## config.mk

```make
export PLATFORM = sky130hd
export DESIGN_NAME = dmem_arbiter
export DESIGN_NICKNAME = d
export VERILOG_FILES = /design/src/rtl/dmem_pkg.sv /design/src/rtl/dmem_grant.sv /design/src/rtl/dmem_arbiter.sv
export SDC_FILE = /design/constraint.sdc
export NUM_CORES = 1
export LEC_CHECK = 0
export ABC_AREA = 1
export CORE_MARGIN = 10
export CORE_UTILIZATION = 37
export CTS_CLUSTER_DIAMETER = 40
export DETAILED_ROUTE_END_ITERATION = 8
export PLACE_DENSITY = 0.77
export REMOVE_ABC_BUFFERS = 1
export SYNTH_ARGS = -nofsm -noshare
export SYNTH_HDL_FRONTEND = slang
export SYNTH_SLANG_ARGS = --single-unit
```

## constraint.sdc

```tcl
create_clock -name clk -period 1.3 [get_ports clk]
set_input_delay 0.195 -clock clk [delete_from_list [all_inputs] [get_ports clk]]
set_output_delay 0.195 -clock clk [all_outputs]
set_load 0.01 [all_outputs]
```

## src/rtl/dmem_pkg.sv

```systemverilog
// Shared types and constants for the data-memory arbiter: access modes,
// FSM state, requester IDs and the access legality check.
package dmem_pkg;

  localparam logic [3:0] BYTE  = 4'd0;
  localparam logic [3:0] HALF  = 4'd1;
  localparam logic [3:0] WORD  = 4'd2;
  localparam logic [3:0] UBYTE = 4'd3;
  localparam logic [3:0] UHALF = 4'd4;

  typedef enum logic {
    IDLE   = 1'b0,
    ACCESS = 1'b1
  } state_t;

  typedef enum logic {
    REQ_CPU = 1'b0,
    REQ_DMA = 1'b1
  } req_id_t;

  // Misaligned, out of range, unknown mode, or an unsigned-extension store
  function automatic logic access_err(input logic        we,
                                      input logic [3:0]  mode,
                                      input logic [31:0] addr,
                                      input logic [31:0] mem_words);
    logic bad_mode;
    bad_mode = (mode > UHALF) || (we && ((mode == UBYTE) || (mode == UHALF)));
    return (addr[1:0] != 2'b00) || ({2'b00, addr[31:2]} >= mem_words) || bad_mode;
  endfunction

endpackage

```

## src/rtl/dmem_grant.sv

```systemverilog
// Combinational grant and priority-pointer update for the two requesters.
// Optional feature: DMEM_ARB_ROUND_ROBIN_EN selects round-robin on contention.
module dmem_grant
  import dmem_pkg::*;
(
  input  logic cpu_valid,
  input  logic dma_valid,
  input  logic prio,
  output logic grant,
  output logic prio_next
);

  // A lone requester always wins; contention and the idle case follow prio
  always_comb begin
    grant = prio;
    if (cpu_valid && !dma_valid) begin
      grant = REQ_CPU;
    end else if (dma_valid && !cpu_valid) begin
      grant = REQ_DMA;
    end else begin
      grant = prio;
    end
  end

  // Pointer names the requester favoured at the next contention
  always_comb begin
`ifdef DMEM_ARB_ROUND_ROBIN_EN
    if (grant == REQ_CPU) begin
      prio_next = REQ_DMA;
    end else begin
      prio_next = REQ_CPU;
    end
`else
    prio_next = REQ_CPU;
`endif
  end

endmodule

```

## src/rtl/dmem_arbiter.sv

```systemverilog
// Two-requester (CPU/DMA) arbiter for a shared data memory, one access per two cycles.
// Optional feature: DMEM_ARB_ROUND_ROBIN_EN (round-robin instead of CPU priority).
module dmem_arbiter
  import dmem_pkg::*;
#(
  parameter int MEM_WORDS = 64
) (
  input  logic        clk,
  input  logic        rst_n,
  input  logic        cpu_req_valid,
  output logic        cpu_req_ready,
  input  logic        cpu_we,
  input  logic [3:0]  cpu_mode,
  input  logic [31:0] cpu_addr,
  input  logic [31:0] cpu_wdata,
  output logic        cpu_rsp_valid,
  output logic [31:0] cpu_rdata,
  output logic        cpu_rsp_err,
  input  logic        dma_req_valid,
  output logic        dma_req_ready,
  input  logic        dma_we,
  input  logic [3:0]  dma_mode,
  input  logic [31:0] dma_addr,
  input  logic [31:0] dma_wdata,
  output logic        dma_rsp_valid,
  output logic [31:0] dma_rdata,
  output logic        dma_rsp_err,
  output logic        mem_read,
  output logic        mem_write,
  output logic [3:0]  mem_mode,
  output logic [31:0] mem_addr,
  output logic [31:0] mem_wdata,
  input  logic [31:0] mem_rdata
);

  localparam logic [31:0] MEM_WORDS_W = 32'(MEM_WORDS);

  state_t      state_r;
  state_t      state_next_s;
  logic        prio_r;
  logic        prio_next_s;
  logic        grant_s;
  logic        owner_r;
  logic        cap_we_r;
  logic        cap_err_r;
  logic        sel_valid_s;
  logic        sel_we_s;
  logic [3:0]  sel_mode_s;
  logic [31:0] sel_addr_s;
  logic [31:0] sel_wdata_s;
  logic        sel_err_s;
  logic        accept_s;

  dmem_grant u_grant (
    .cpu_valid (cpu_req_valid),
    .dma_valid (dma_req_valid),
    .prio      (prio_r),
    .grant     (grant_s),
    .prio_next (prio_next_s)
  );

  // Route the granted requester's fields to the capture path
  always_comb begin
    if (grant_s == REQ_DMA) begin
      sel_valid_s = dma_req_valid;
      sel_we_s    = dma_we;
      sel_mode_s  = dma_mode;
      sel_addr_s  = dma_addr;
      sel_wdata_s = dma_wdata;
    end else begin
      sel_valid_s = cpu_req_valid;
      sel_we_s    = cpu_we;
      sel_mode_s  = cpu_mode;
      sel_addr_s  = cpu_addr;
      sel_wdata_s = cpu_wdata;
    end
  end

  assign sel_err_s = access_err(sel_we_s, sel_mode_s, sel_addr_s, MEM_WORDS_W);
  assign accept_s  = (state_r == IDLE) && sel_valid_s;

  // Ready goes to the granted requester only in IDLE and never while reset is held
  always_comb begin
    cpu_req_ready = 1'b0;
    dma_req_ready = 1'b0;
    if (rst_n && (state_r == IDLE)) begin
      if (grant_s == REQ_DMA) begin
        dma_req_ready = 1'b1;
      end else begin
        cpu_req_ready = 1'b1;
      end
    end else begin
      cpu_req_ready = 1'b0;
      dma_req_ready = 1'b0;
    end
  end

  // Next-state logic
  always_comb begin
    state_next_s = state_r;
    case (state_r)
      IDLE:    state_next_s = accept_s ? ACCESS : IDLE;
      ACCESS:  state_next_s = IDLE;
      default: state_next_s = IDLE;
    endcase
  end

  // State register
  always_ff @(posedge clk or negedge rst_n) begin
    if (!rst_n) begin
      state_r <= IDLE;
    end else begin
      state_r <= state_next_s;
    end
  end

  // Capture on accept; memory strobes are live only for the ACCESS cycle
  always_ff @(posedge clk or negedge rst_n) begin
    if (!rst_n) begin
      prio_r    <= REQ_CPU;
      owner_r   <= REQ_CPU;
      cap_we_r  <= 1'b0;
      cap_err_r <= 1'b0;
      mem_read  <= 1'b0;
      mem_write <= 1'b0;
      mem_mode  <= 4'd0;
      mem_addr  <= 32'd0;
      mem_wdata <= 32'd0;
    end else if (accept_s) begin
      prio_r    <= prio_next_s;
      owner_r   <= grant_s;
      cap_we_r  <= sel_we_s;
      cap_err_r <= sel_err_s;
      mem_read  <= !sel_we_s && !sel_err_s;
      mem_write <= sel_we_s && !sel_err_s;
      mem_mode  <= sel_mode_s;
      mem_addr  <= {2'b00, sel_addr_s[31:2]};
      mem_wdata <= sel_wdata_s;
    end else begin
      mem_read  <= 1'b0;
      mem_write <= 1'b0;
    end
  end

  // Completion: one-cycle pulse to the owner; data and error hold until its next response
  always_ff @(posedge clk or negedge rst_n) begin
    if (!rst_n) begin
      cpu_rsp_valid <= 1'b0;
      cpu_rdata     <= 32'd0;
      cpu_rsp_err   <= 1'b0;
      dma_rsp_valid <= 1'b0;
      dma_rdata     <= 32'd0;
      dma_rsp_err   <= 1'b0;
    end else if (state_r == ACCESS) begin
      if (owner_r == REQ_DMA) begin
        cpu_rsp_valid <= 1'b0;
        dma_rsp_valid <= 1'b1;
        dma_rdata     <= (cap_err_r || cap_we_r) ? 32'd0 : mem_rdata;
        dma_rsp_err   <= cap_err_r;
      end else begin
        dma_rsp_valid <= 1'b0;
        cpu_rsp_valid <= 1'b1;
        cpu_rdata     <= (cap_err_r || cap_we_r) ? 32'd0 : mem_rdata;
        cpu_rsp_err   <= cap_err_r;
      end
    end else begin
      cpu_rsp_valid <= 1'b0;
      dma_rsp_valid <= 1'b0;
    end
  end

endmodule

```

==> out/metrics.sh, run 1 <==
GRT_SETUP_UNREPAIRED='true'
FINAL_HOLD_VIO_COUNT=0
FINALWORSTPATHREQUIREDPERIOD_PS=1520
DPL_CELL_AREA_MM2=0.00986
TIMING.CRITICAL_PATH.MAX_DELAY_FAMILY='flip-flops'
GRT_ANTENNA_BEFORE_REPAIR=1
HP-START='mem_rdata[8]'
POST-SYNTH-TOP-COUNT-CELL='sky130_fd_sc_hd__nand2_1'
SYNTH.FF_LATCH_COUNT=140
R2R_SETUP_SLACK_PS=-200
NETLIST.TOP_CELL.BY_AREA='sky130_fd_sc_hd__dfrtp_1'
PLACE.PORT_BUFFERS=311
FILL_CELLS=1333
CRITICAL_PATH.CELL_CHAIN='inv_2 -> nand2_2 -> nor2_1 -> buf_4 -> buf_6'
INITIAL_CORE_UTIL=0.377
FIN_NETS=1324
GRT_PASS1_WL_UM=37100
SYNTH.AREA.TOP_CELLS='sky130_fd_sc_hd__dfrtp_1, sky130_fd_sc_hd__nand2_1, sky130_fd_sc_hd__o21ai_0'
SYNTH_CELL_TYPES=18
NUM_VIAS=6757
RELSLEWSLACK=0.569
YOSYS_MOST_USED_DFF='sky130_fd_sc_hd__dfrtp_1'
ANTENNA_LEFT=0
CTSHTREEMAXLEVEL=4
TIMING.CRITICAL_PATH.TO_TYPE='output pin'
GRT_START_MAX_NET_PINS=93
WORST_PATH_MAX_DELAY_CELL='sky130_fd_sc_hd__dfrtp_2'
DR.PASS1.ITERS=5
POST_SYNTH_INSTANCE_AREA_MM2=0.00624
FINAL_DESIGN_AREA_NO_FILL_MM2=0.0111
SETUP_VIOL=91
ROUTED_VIA_DENSITY=4.89
DETAIL_ROUTE.WIRELENGTH_UM=26000
TIGHTESTPINTRANSITION_PS=646
WHS_ENDPOINT='cpu_rdata[8]'
FIRST_GLOBAL_VIAS=6690
P_TOTAL_mW=13.2
ROUTE.DETAILED.DRC=0
FMAX_GHz=0.660
PLACEMENTROWS=47
SYNTHARSTFLOPSHARE=1.00
DRIVE_ABOVE_1_SHARE=0.167
PWR_PER_CELL_AREA_mW_PER_MM2=1190
DESIGN.DIE.AREA_MM2=0.0225
CLOCK_NETWORK_LATENCY_TO_THE_LATER_PIN_OF_THE_WORST_SKEW_PAIR_PS=420
FAILED_CHECKS='setup timing'
WORSTREGTOREGCELLS=10
WORSTHOLDPATHTYPE='in -> reg'
SYNTHESIS.AREA_PER_INSTANCE_UM2=7.85
CTS.SINK_COUNT=140
SYNTH_COMMONEST_CELLS='sky130_fd_sc_hd__nand2_1, sky130_fd_sc_hd__o21ai_0, sky130_fd_sc_hd__dfrtp_1'
AGGREGATE_GLOBAL_ROUTE_RESOURCE_USAGE=0.213
ROOT_BUFFER='sky130_fd_sc_hd__clkbuf_16'
TIMING.SETUP.TNS_PS=-9020
CRIT_BUF_INV=3
WORST_HOLD_DEPTH=3
MIN_PERIOD_OVER_PERIOD=1.17
CRIT_TYPE='reg -> out'
CRITPATHMAXSTAGEDELAY_PS=450
DIE-WIDTH_UM=150
PLACEABLECOREAREA_MM2=0.0166
MAX_CAP_VIOLS=0
HPWL_UM=17700
TIMING.RR.START='state_r'
YS.WARNINGS.COUNT=0
SETUP.WORST_PATH.START='state_r'
NUMCTSBUFFERS=17
FINAL_UTIL=0.667
FRACTION_OF_THE_YOSYS_AREA_TAKEN_BY_SEQUENTIAL_CELLS=0.561
DIEHEIGHT_UM=150
DRT_FIRST_ITER_VIOLATIONS=407
CRIT_START_CATEGORY='flop'
WORST_IR_DROP_VDD_V=0.000862
GP_CONGESTION=0.864
SYNTHESIS_TO_FINISH_AREA_GROWTH_PCT=77.1
MEAN_ROUTED_WIRELENGTH_PER_CELL_UM=18.8
WORST-ENDPOINT-ARRIVAL_PS=1320
CRITICAL_PATH_REQUIRED_PS=1110
FINAL-MAX-SLEW-VIOLATION-COUNT=0
ANTENNA_CELLS=0
NUM_IO_PINS=314
WORST_SETUP_HOLD_PATH_CLK_SLEW_PS=60
TIMING.FINAL.WS_SETUP_PS=-216
RUN_STATUS='finished with violations'
CTS_BUFFER_DEPTH=2
CRIT_PATH_MAX_FANOUT=4
POST_SYNTH_EDFFS=0
GRT-OVFL-TOTAL=0
WORST_R2R_ENDPOINT='cap_err_r'
CTS_TREE='yes'
POST-SYNTH-TOP-AREA-FRACTION=0.561
FIN_WORST_SKEW_PS=11.5
SYNTH_CELLS=796
TOTAL_LEAKAGE_POWER_nW=5.33
## cell type report
type | instances | area, um2 | share of cell area
Timing Repair Buffer | 382 | 3950 | 0.357
Sequential cell | 140 | 3500 | 0.317
Multi-Input combinational cell | 534 | 2470 | 0.224
Clock buffer | 17 | 425 | 0.0385
Inverter | 74 | 295 | 0.0267
Tap cell | 220 | 275 | 0.0249
Clock inverter | 15 | 125 | 0.0113
Timing Repair inverter | 1 | 11.3 | 0.00102
## registers in the layout, summed over array words and instances, names as in the netlist
name / cells
cpu_rdata: 32
dma_rdata: 32
mem_wdata: 32
mem_addr: 30
mem_mode: 4
cap_err_r: 1
cap_we_r: 1
cpu_rsp_err: 1
cpu_rsp_valid: 1
dma_rsp_err: 1
dma_rsp_valid: 1
mem_read: 1
mem_write: 1
owner_r: 1
state_r: 1
## cells by family (layout without fill, tap and decap cells)
family	after synthesis	count (layout)	synth area share
and+or+nand+nor	363	363	0.224
AOI/OAI and AO/OA	169	169	0.136
DFF	140	140	0.561
buffers and inverters	123	489	0.0787
other	1	2	0.000601
## cells in the final DEF (no fill, tap or decap), types with 4 or more instances in the layout
cell and instances:
sky130_fd_sc_hd__buf_12 12, sky130_fd_sc_hd__buf_16 5, sky130_fd_sc_hd__buf_2 4, sky130_fd_sc_hd__buf_4 35, sky130_fd_sc_hd__buf_6 13, sky130_fd_sc_hd__clkbuf_16 21
sky130_fd_sc_hd__clkbuf_2 25, sky130_fd_sc_hd__clkdlybuf4s15_1 101, sky130_fd_sc_hd__clkdlybuf4s15_2 4, sky130_fd_sc_hd__clkdlybuf4s50_1 170, sky130_fd_sc_hd__dfrtp_1 139, sky130_fd_sc_hd__dlygate4sd2_1 4
sky130_fd_sc_hd__inv_1 69, sky130_fd_sc_hd__inv_6 6, sky130_fd_sc_hd__nand2_1 277, sky130_fd_sc_hd__nand2_2 9, sky130_fd_sc_hd__nand2_4 10, sky130_fd_sc_hd__nand3_1 6
sky130_fd_sc_hd__nand3b_1 6, sky130_fd_sc_hd__nor2_1 47, sky130_fd_sc_hd__o21ai_0 81, sky130_fd_sc_hd__o21ai_1 65, sky130_fd_sc_hd__o21ai_2 22
## stage by stage
step           std cells  setup slack, ps  hold slack (ps)
2_1_floorplan        748            -1180             -101
3_5_place_dp        1324             -842              372
5_1_grt             1383             -327              357
4_1_cts             1371             -232              338
6_report            1383             -216              354
3_3_place_gp        1324             -821              373
## repair_timing
item	CTS	global route
hold endpoints to repair	92	0
setup endpoints to repair	241	150
cloned	9	8
pin swaps	5	16
buffers inserted	5	6
resized for setup	325	169
hold buffers	1	0
## tightest hold or removal path: cells and delay by family
kind	cells	cell delay, ps
AOI/OAI and AO/OA	1	60
and+or+nand+nor	1	80
buffers and inverters	1	390
## power breakdown
group / internal, mW / switching (mW) / leakage (nW)
clock: 2.50 / 2.12 / 0.265
combinational: 1.82 / 1.68 / 3.26
sequential: 4.81 / 0.280 / 1.81
## metal layers
metal | GRT usage | vias up | part of all wire
met5 | 0 | - | 0.00050
met4 | 0.0675 | 2 | 0.025
met3 | 0.0888 | 41 | 0.12
met2 | 0.346 | 344 | 0.48
met1 | 0.253 | 3165 | 0.38
li1 | - | 3205 | -
## worst max path at each step
stage	to	slack, ps	depth (start not counted)
floorplan	cap_err_r	-1180	11
global placement	dma_req_ready	-820	7
detailed placement	dma_req_ready	-840	7
CTS	dma_req_ready	-230	5
global route	cap_err_r	-330	10
finish	dma_req_ready	-220	5
(Power assumes the default switching activity.)
==> run 2, diff against run 1 <==
--- a/config.mk
+++ b/config.mk
@@ -6,11 +6,13 @@
 export NUM_CORES = 1
 export LEC_CHECK = 0
 export ABC_AREA = 1
+export CELL_PAD_IN_SITES_DETAIL_PLACEMENT = 0
+export CELL_PAD_IN_SITES_GLOBAL_PLACEMENT = 1
 export CORE_MARGIN = 10
-export CORE_UTILIZATION = 37
+export CORE_UTILIZATION = 25
 export CTS_CLUSTER_DIAMETER = 40
 export DETAILED_ROUTE_END_ITERATION = 8
-export PLACE_DENSITY = 0.77
+export PLACE_DENSITY = 0.75
 export REMOVE_ABC_BUFFERS = 1
 export SYNTH_ARGS = -nofsm -noshare
 export SYNTH_HDL_FRONTEND = slang
==> run 2 against run 1 <==
Compared with the run above: the run still ends with setup timing left; cell area rose by 6.3%; hold slack lost 150 ps; critical path type is now reg -> reg; flip-flop and latch count unchanged; count of clock-buffer cells in the layout grew 2; cell count rose by 9.1%; non-clock buffer count grew 21; highest routed layer is now met4; setup slack improved by 2.8 ps.
==> out/metrics.sh, run 2 (synthesis results as in run 1) <==
COMBPWRFRAC=0.283  # +0.018
SETUP_VIOL=104  # +14%
FINAL-MAX-SLEW-VIOLATION-COUNT=0  # unchanged
DRIVE_ABOVE_1_SHARE=0.291  # +0.125
CRIT_TYPE='reg -> reg'
PLACE.PORT_BUFFERS=311  # unchanged
CLOCK_NETWORK_LATENCY_TO_THE_LATER_PIN_OF_THE_WORST_SKEW_PAIR_PS=430  # about the same
PSW_mW=4.43  # +8.6%
DIEHEIGHT_UM=178  # +19%
DIE-WIDTH_UM=178  # +19%
FIN_WORST_SKEW_PS=16.8  # +5.25 ps
FIRST_GLOBAL_VIAS=6883  # +2.9%
INITIAL_CORE_UTIL=0.255  # -0.121
GRT-OVFL-TOTAL=0  # unchanged
PLACEABLECOREAREA_MM2=0.0245  # +48%
INTERNAL_CELL_POWER_mW=9.81  # +7.4%
CRIT_PATH_MAX_FANOUT=7  # +3
FMAX_GHz=0.661  # +0.18%
FAILED_CHECKS='setup timing'
WORST_PATH_MAX_DELAY_CELL='sky130_fd_sc_hd__dfrtp_2'
SEQPWRFRAC=0.363  # -0.023
GRT_SETUP_UNREPAIRED='true'
GRT_PASS1_WL_UM=41500  # +12%
CTS.SINK_COUNT=140  # unchanged
FINAL_HOLD_VIO_COUNT=0  # unchanged
DRT_FIRST_ITER_VIOLATIONS=310  # -24%
TIMING.FINAL.WS_SETUP_PS=-213  # +2.79 ps
FIN_WORST_HOLD_SLACK_PS=207  # -146 ps
FINALWORSTPATHREQUIREDPERIOD_PS=1510  # -2.79 ps
ROUTED_VIA_DENSITY=4.43  # -9.2%
NUM_IO_PINS=314  # unchanged
MIN_PERIOD_OVER_PERIOD=1.16  # -0.00214
DR.PASS1.ITERS=4  # -1
ANTENNA_LEFT=0  # unchanged
TIGHTESTPINTRANSITION_PS=1000  # +354 ps
PWR-SHARE-CLK=0.354  # +0.004
WORST-ENDPOINT-ARRIVAL_PS=1820  # +500 ps
RUN_STATUS='finished with violations'
TIMING.RR.START='state_r'
FINAL_UTIL=0.480  # -0.186
POWER_SWITCHING_SHARE=0.311  # +0.00238
ROOT_BUFFER='sky130_fd_sc_hd__clkbuf_16'
CRITPATHMAXSTAGEDELAY_PS=460  # about the same
CTSHTREEMAXLEVEL=4  # unchanged
GRT_ANTENNA_BEFORE_REPAIR=0  # -1
SETUP.WORST_PATH.START='state_r'
NUM_VIAS=6691  # -0.98%
AGGREGATE_GLOBAL_ROUTE_RESOURCE_USAGE=0.172  # -0.0417
FIN_NETS=1345  # +1.6%
DETAIL_ROUTE.WIRELENGTH_UM=28400  # +9.1%
CRITICAL_PATH_REQUIRED_PS=1610  # +500 ps
GRT_START_MAX_NET_PINS=79  # -15%
WORSTREGTOREGCELLS=8  # -2
WORSTHOLDPATHTYPE='in -> async'
TIMING.CRITICAL_PATH.TO_TYPE='flop'
SYNTHESIS_TO_FINISH_AREA_GROWTH_PCT=88.2
PLACEMENTROWS=57  # +21%
WORST_R2R_ENDPOINT='mem_addr[22]'
PWR_PER_CELL_AREA_mW_PER_MM2=1210  # +1.4%
HPWL_UM=18700  # +5.7%
CRIT_START_CATEGORY='flop'
MAX_CAP_VIOLS=0  # unchanged
WORST_IR_DROP_VDD_V=0.000654  # -24%
GP_CONGESTION=0.844  # -2.4%
R2R_SETUP_SLACK_PS=-210  # about the same
ROUTE.DETAILED.DRC=0  # unchanged
WORST_SETUP_HOLD_PATH_CLK_SLEW_PS=70  # about the same
P_TOTAL_mW=14.2  # +7.8%
CTS_BUFFER_DEPTH=2  # unchanged
NUMCTSBUFFERS=17  # unchanged
DESIGN.DIE.AREA_MM2=0.0317  # +41%
LAYOUT_COMMONEST_CELL='sky130_fd_sc_hd__nand2_1'
CTS_TREE='yes'
LARGESTREGISTERS='cpu_rdata: 32 flops, dma_rdata: 32 flops, mem_wdata: 32 flops'
MOSTFREQUENTLAYOUTCELLS='sky130_fd_sc_hd__nand2_1, sky130_fd_sc_hd__clkdlybuf4s50_1, sky130_fd_sc_hd__dfrtp_1, sky130_fd_sc_hd__inv_1, sky130_fd_sc_hd__clkbuf_2'
RELSLEWSLACK=0.333  # -0.236
MEAN_ROUTED_WIRELENGTH_PER_CELL_UM=18.8  # about the same
TOTAL_LEAKAGE_POWER_nW=5.66  # +6.2%
CRITICAL_PATH.CELL_CHAIN='buf_6 -> nor2_4 -> buf_8 -> inv_12 -> buf_12 -> buf_16 -> nand2_2 -> o21ai_1'
PRECTSSETUPSLACK_PS=-871  # -28.3 ps
==> run 2: cell types whose count changed in the layout (fill, tap and decap cells not counted), sizes merged <==
cell,delta
clkdlybuf4s15,-43
bufinv,+2
clkinv,-4
buf,+23
clkbuf,+47
dlygate4sd2,-3
dlygate4sd3,+1
diode,+1
bufbuf,-3
dlymetal6s4s,+1
==> run 2: critical path, delay by kind of cell (launching register included) <==
family                 cells  cell delay, ps
AO/OA/AOI/OAI              1              50
buffers and inverters      5             670
flip-flops                 1             460
AND/OR/NAND/NOR            2             200
==> run 2: layer usage <==
layer,up-vias,share of wire,GRT usage
met5,-,0,0
met4,0,0.0061,0.0330
met3,13,0.12,0.0770
met2,255,0.47,0.278
met1,3163,0.41,0.208
li1,3260,-,-
==> run 2: power by group through the flow <==
stage	combinational [mW]	clock, mW	sequential (mW)
final	4.03	5.04	5.17
after global placement	3.14	0	5.13
after detailed placement	3.14	0	5.15
after global routing	4.35	5.35	5.22
after CTS	3.89	5.16	5.12
after floorplan	0.741	0	5.34
==> run 2: layout make-up <==
type                            count  area, um2
Multi-Input combinational cell    534       2840
Clock inverter                     13        155
Fill cell                        2385      12700
Timing Repair inverter              1       16.3
Timing Repair Buffer              403       4090
Clock buffer                       19        443
Sequential cell                   140       3500
Inverter                           74        295
Antenna cell                        1       2.50
Tap cell                          324        405
==> run 2: repair_timing <==
action                                 CTS  global route
endpoints found under the hold margin   21             0
setup endpoints to repair              242           229
gates resized for setup                441           256
buffers inserted                        23             6
hold buffers                             3             0
pin swaps                               15            19
gates cloned                            18             6
==> run 2: worst max-delay path by stage <==
stage                     to  slack (ps)  cells after the start
2_1_floorplan      cap_err_r       -1180                     11
3_3_place_gp   dma_req_ready        -850                      7
3_5_place_dp   dma_req_ready        -870                      7
4_1_cts        dma_req_ready        -180                      4
5_1_grt            cap_err_r        -280                      9
6_report        mem_addr[22]        -210                      8
==> run 2: per-stage QoR <==
step	cells	area [um2]	TNS (ps)
finish	1509	11800	-11840
global placement	1427	10000	-49390
floorplan	748	6030	-87880
global route	1508	11700	-17910
CTS	1503	11600	-11810
detailed placement	1427	10000	-54700
==> run 3, diff against run 2 <==
--- a/config.mk
+++ b/config.mk
@@ -17,3 +17,4 @@
 export SYNTH_ARGS = -nofsm -noshare
 export SYNTH_HDL_FRONTEND = slang
 export SYNTH_SLANG_ARGS = --single-unit
+export TNS_END_PERCENT = 10
==> run 3 against run 2 <==
Compared with the run above: clock skew down 1.0 ps; utilization down 2.7 points; critical path type unchanged; the run still ends with setup timing left; first-iteration DRC count up 1.9%; via count down 2.7%; power down 5.1%; non-clock buffer count down 14; routed wire length down 6.3%.
==> out/metrics.sh, run 3 (synthesis results as in run 1) <==
RUN_STATUS='finished with violations'
FAILED_CHECKS='setup timing'
PLACE.PORT_BUFFERS=311  # unchanged
CTSHTREEMAXLEVEL=4  # unchanged
INITIAL_CORE_UTIL=0.255  # unchanged
FIN_WORST_SKEW_PS=15.8  # -1.01 ps
FIRST_GLOBAL_VIAS=6664  # -3.2%
DR.PASS1.ITERS=4  # unchanged
CRITICAL_PATH_REQUIRED_PS=1610  # about the same
FILL_CELLS=2450  # +2.7%
CTS.SINK_COUNT=140  # unchanged
DIE-WIDTH_UM=178  # unchanged
FMAX_GHz=0.668  # +1.1%
TIMING.FINAL.WS_SETUP_PS=-197  # +16.2 ps
DIEHEIGHT_UM=178  # unchanged
GRT-OVFL-TOTAL=0  # unchanged
PWR_PER_CELL_AREA_mW_PER_MM2=1220  # +0.59%
GRT_START_MAX_NET_PINS=79  # unchanged
GP_CONGESTION=0.844  # unchanged
MAX_CAP_VIOLS=0  # unchanged
WORST_IR_DROP_VDD_V=0.000645  # -1.4%
NUMCTSBUFFERS=17  # unchanged
ROUTE.DETAILED.DRC=0  # unchanged
WORSTHOLDPATHTYPE='in -> async'
MULTIINPUTGATEAREA_MM2=0.00238  # -16%
PRECTSSETUPSLACK_PS=-871  # unchanged
GRT_ANTENNA_BEFORE_REPAIR=0  # unchanged
PLACEABLECOREAREA_MM2=0.0245  # unchanged
SETUP_VIOL=73  # -30%
WORST_SETUP_HOLD_PATH_CLK_SLEW_PS=70  # about the same
DRIVE_ABOVE_1_SHARE=0.167  # -0.125
CTS_TREE='yes'
NUM_IO_PINS=314  # unchanged
RELSLEWSLACK=0.346  # +0.0131
DETAIL_ROUTE.WIRELENGTH_UM=26600  # -6.3%
FIN_WORST_HOLD_SLACK_PS=199  # -8.30 ps
TIMING.CRITICAL_PATH.TO_TYPE='flop'
CRIT_PATH_MAX_FANOUT=7  # unchanged
MIN_PERIOD_OVER_PERIOD=1.15  # -0.0125
DRT_FIRST_ITER_VIOLATIONS=316  # +1.9%
AGGREGATE_GLOBAL_ROUTE_RESOURCE_USAGE=0.161  # -0.0104
FIN_NETS=1331  # -1.0%
CRIT_TYPE='reg -> reg'
CRIT_START_CATEGORY='flop'
CLOCK_NETWORK_LATENCY_TO_THE_LATER_PIN_OF_THE_WORST_SKEW_PAIR_PS=420  # about the same
NUM_VIAS=6508  # -2.7%
TOTAL_LEAKAGE_POWER_nW=5.31  # -6.3%
WORST-ENDPOINT-ARRIVAL_PS=1800  # -20 ps
CTS_BUFFER_DEPTH=2  # unchanged
ANTENNA_LEFT=0  # unchanged
PLACEMENTROWS=57  # unchanged
AREA_USED_BY_SEQUENTIAL_LOGIC_IN_THE_LAYOUT_MM2=0.00350  # unchanged
MOSTFREQUENTLAYOUTCELLS='sky130_fd_sc_hd__nand2_1, sky130_fd_sc_hd__clkdlybuf4s50_1, sky130_fd_sc_hd__dfrtp_1, sky130_fd_sc_hd__o21ai_0, sky130_fd_sc_hd__clkdlybuf4s15_1'
FINALWORSTPATHREQUIREDPERIOD_PS=1500  # -16.2 ps
ROOT_BUFFER='sky130_fd_sc_hd__clkbuf_16'
SYNTHESIS_TO_FINISH_AREA_GROWTH_PCT=77.6
GRT_PASS1_WL_UM=39300  # -5.3%
HPWL_UM=18700  # unchanged
TIGHTESTPINTRANSITION_PS=981  # -19.6 ps
MEAN_ROUTED_WIRELENGTH_PER_CELL_UM=17.8  # -5.4%
DESIGN.DIE.AREA_MM2=0.0317  # unchanged
FINAL-MAX-SLEW-VIOLATION-COUNT=0  # unchanged
FINAL_HOLD_VIO_COUNT=0  # unchanged
P_TOTAL_mW=13.5  # -5.1%
LAYOUT_COMMONEST_CELL='sky130_fd_sc_hd__nand2_1'
ROUTED_VIA_DENSITY=4.35  # -1.8%
GRT_SETUP_UNREPAIRED='true'
LARGESTREGISTERS='cpu_rdata: 32 flops, dma_rdata: 32 flops, mem_wdata: 32 flops'
[run 3: cell types whose count changed in the layout (fill, tap and decap cells not counted), moves of 24 or more]
cell / previous run / this run
sky130_fd_sc_hd__o21ai_2: 58 / 8
sky130_fd_sc_hd__o21ai_0: 53 / 108
sky130_fd_sc_hd__nand2_2: 41 / 4
sky130_fd_sc_hd__nand2_1: 227 / 287
sky130_fd_sc_hd__clkbuf_2: 68 / 44
sky130_fd_sc_hd__clkdlybuf4s15_1: 60 / 84
[run 3: cell type report]
cell class                      instances  share of cell area
Timing Repair inverter                  1             0.00102
Clock buffer                           19              0.0399
Inverter                               74              0.0263
Tap cell                              324              0.0366
Timing Repair Buffer                  389               0.352
Clock inverter                         13              0.0140
Multi-Input combinational cell        534               0.214
Antenna cell                            1            0.000226
Sequential cell                       140               0.316
[run 3: timing repair]
item / 4_1_cts / 5_1_grt
pin swaps: 14 / 1
setup endpoints to repair: 242 / 214
hold buffers: 3 / 0
buffers inserted: 19 / 0
gates cloned: 9 / 4
gates resized for setup: 350 / 112
hold endpoints to repair: 21 / 0
[run 3: metal layers]
layer / vias to the layer above / GRT usage / part of all wire
li1: 3222 / - / -
met1: 3022 / 0.194 / 0.42
met2: 255 / 0.255 / 0.45
met3: 9 / 0.0803 / 0.12
met4: 0 / 0.0330 / 0.0047
met5: - / 0 / 0
[run 3: metrics by stage]
step | TNS (ps) | cell area [um2] | cells | util
floorplan | -87880 | 6030 | 748 | -
global placement | -49390 | 10000 | 1427 | 0.410
detailed placement | -54700 | 10000 | 1427 | 0.410
CTS | -7390 | 11100 | 1490 | 0.455
global route | -17670 | 11100 | 1494 | 0.453
finish | -9580 | 11100 | 1495 | 0.453
[run 3: worst max-delay path, stage by stage, from the launching register on]
cell,delay [ps]
sky130_fd_sc_hd__dfrtp_2,450
sky130_fd_sc_hd__buf_6,140
sky130_fd_sc_hd__nor2_4,140
sky130_fd_sc_hd__buf_6,190
sky130_fd_sc_hd__inv_12,60
sky130_fd_sc_hd__buf_12,140
sky130_fd_sc_hd__buf_12,140
sky130_fd_sc_hd__nand2_1,60
sky130_fd_sc_hd__o21ai_1,70
[run 3: report_power, final]
part | switching, mW | total (mW) | internal [mW]
clock network | 2.09 | 5.03 | 2.93
logic | 1.66 | 3.39 | 1.73
registers | 0.287 | 5.10 | 4.81
total | 4.04 | 13.5 | 9.48
[run 3: worst paths after layout]
path                                  to     startpoint  slack [ps]  depth (start not counted)
max in group asynchronous        state_r          rst_n         300                          4
max                          mem_addr[8]        state_r        -200                          8
min                         dma_rdata[2]          rst_n         200                          3
max reg2reg                  mem_addr[8]        state_r        -200                          8
min reg2reg                cpu_rdata[30]  cpu_rdata[30]         480                          2
min in group clk           dma_rdata[12]  mem_rdata[12]         350                          3
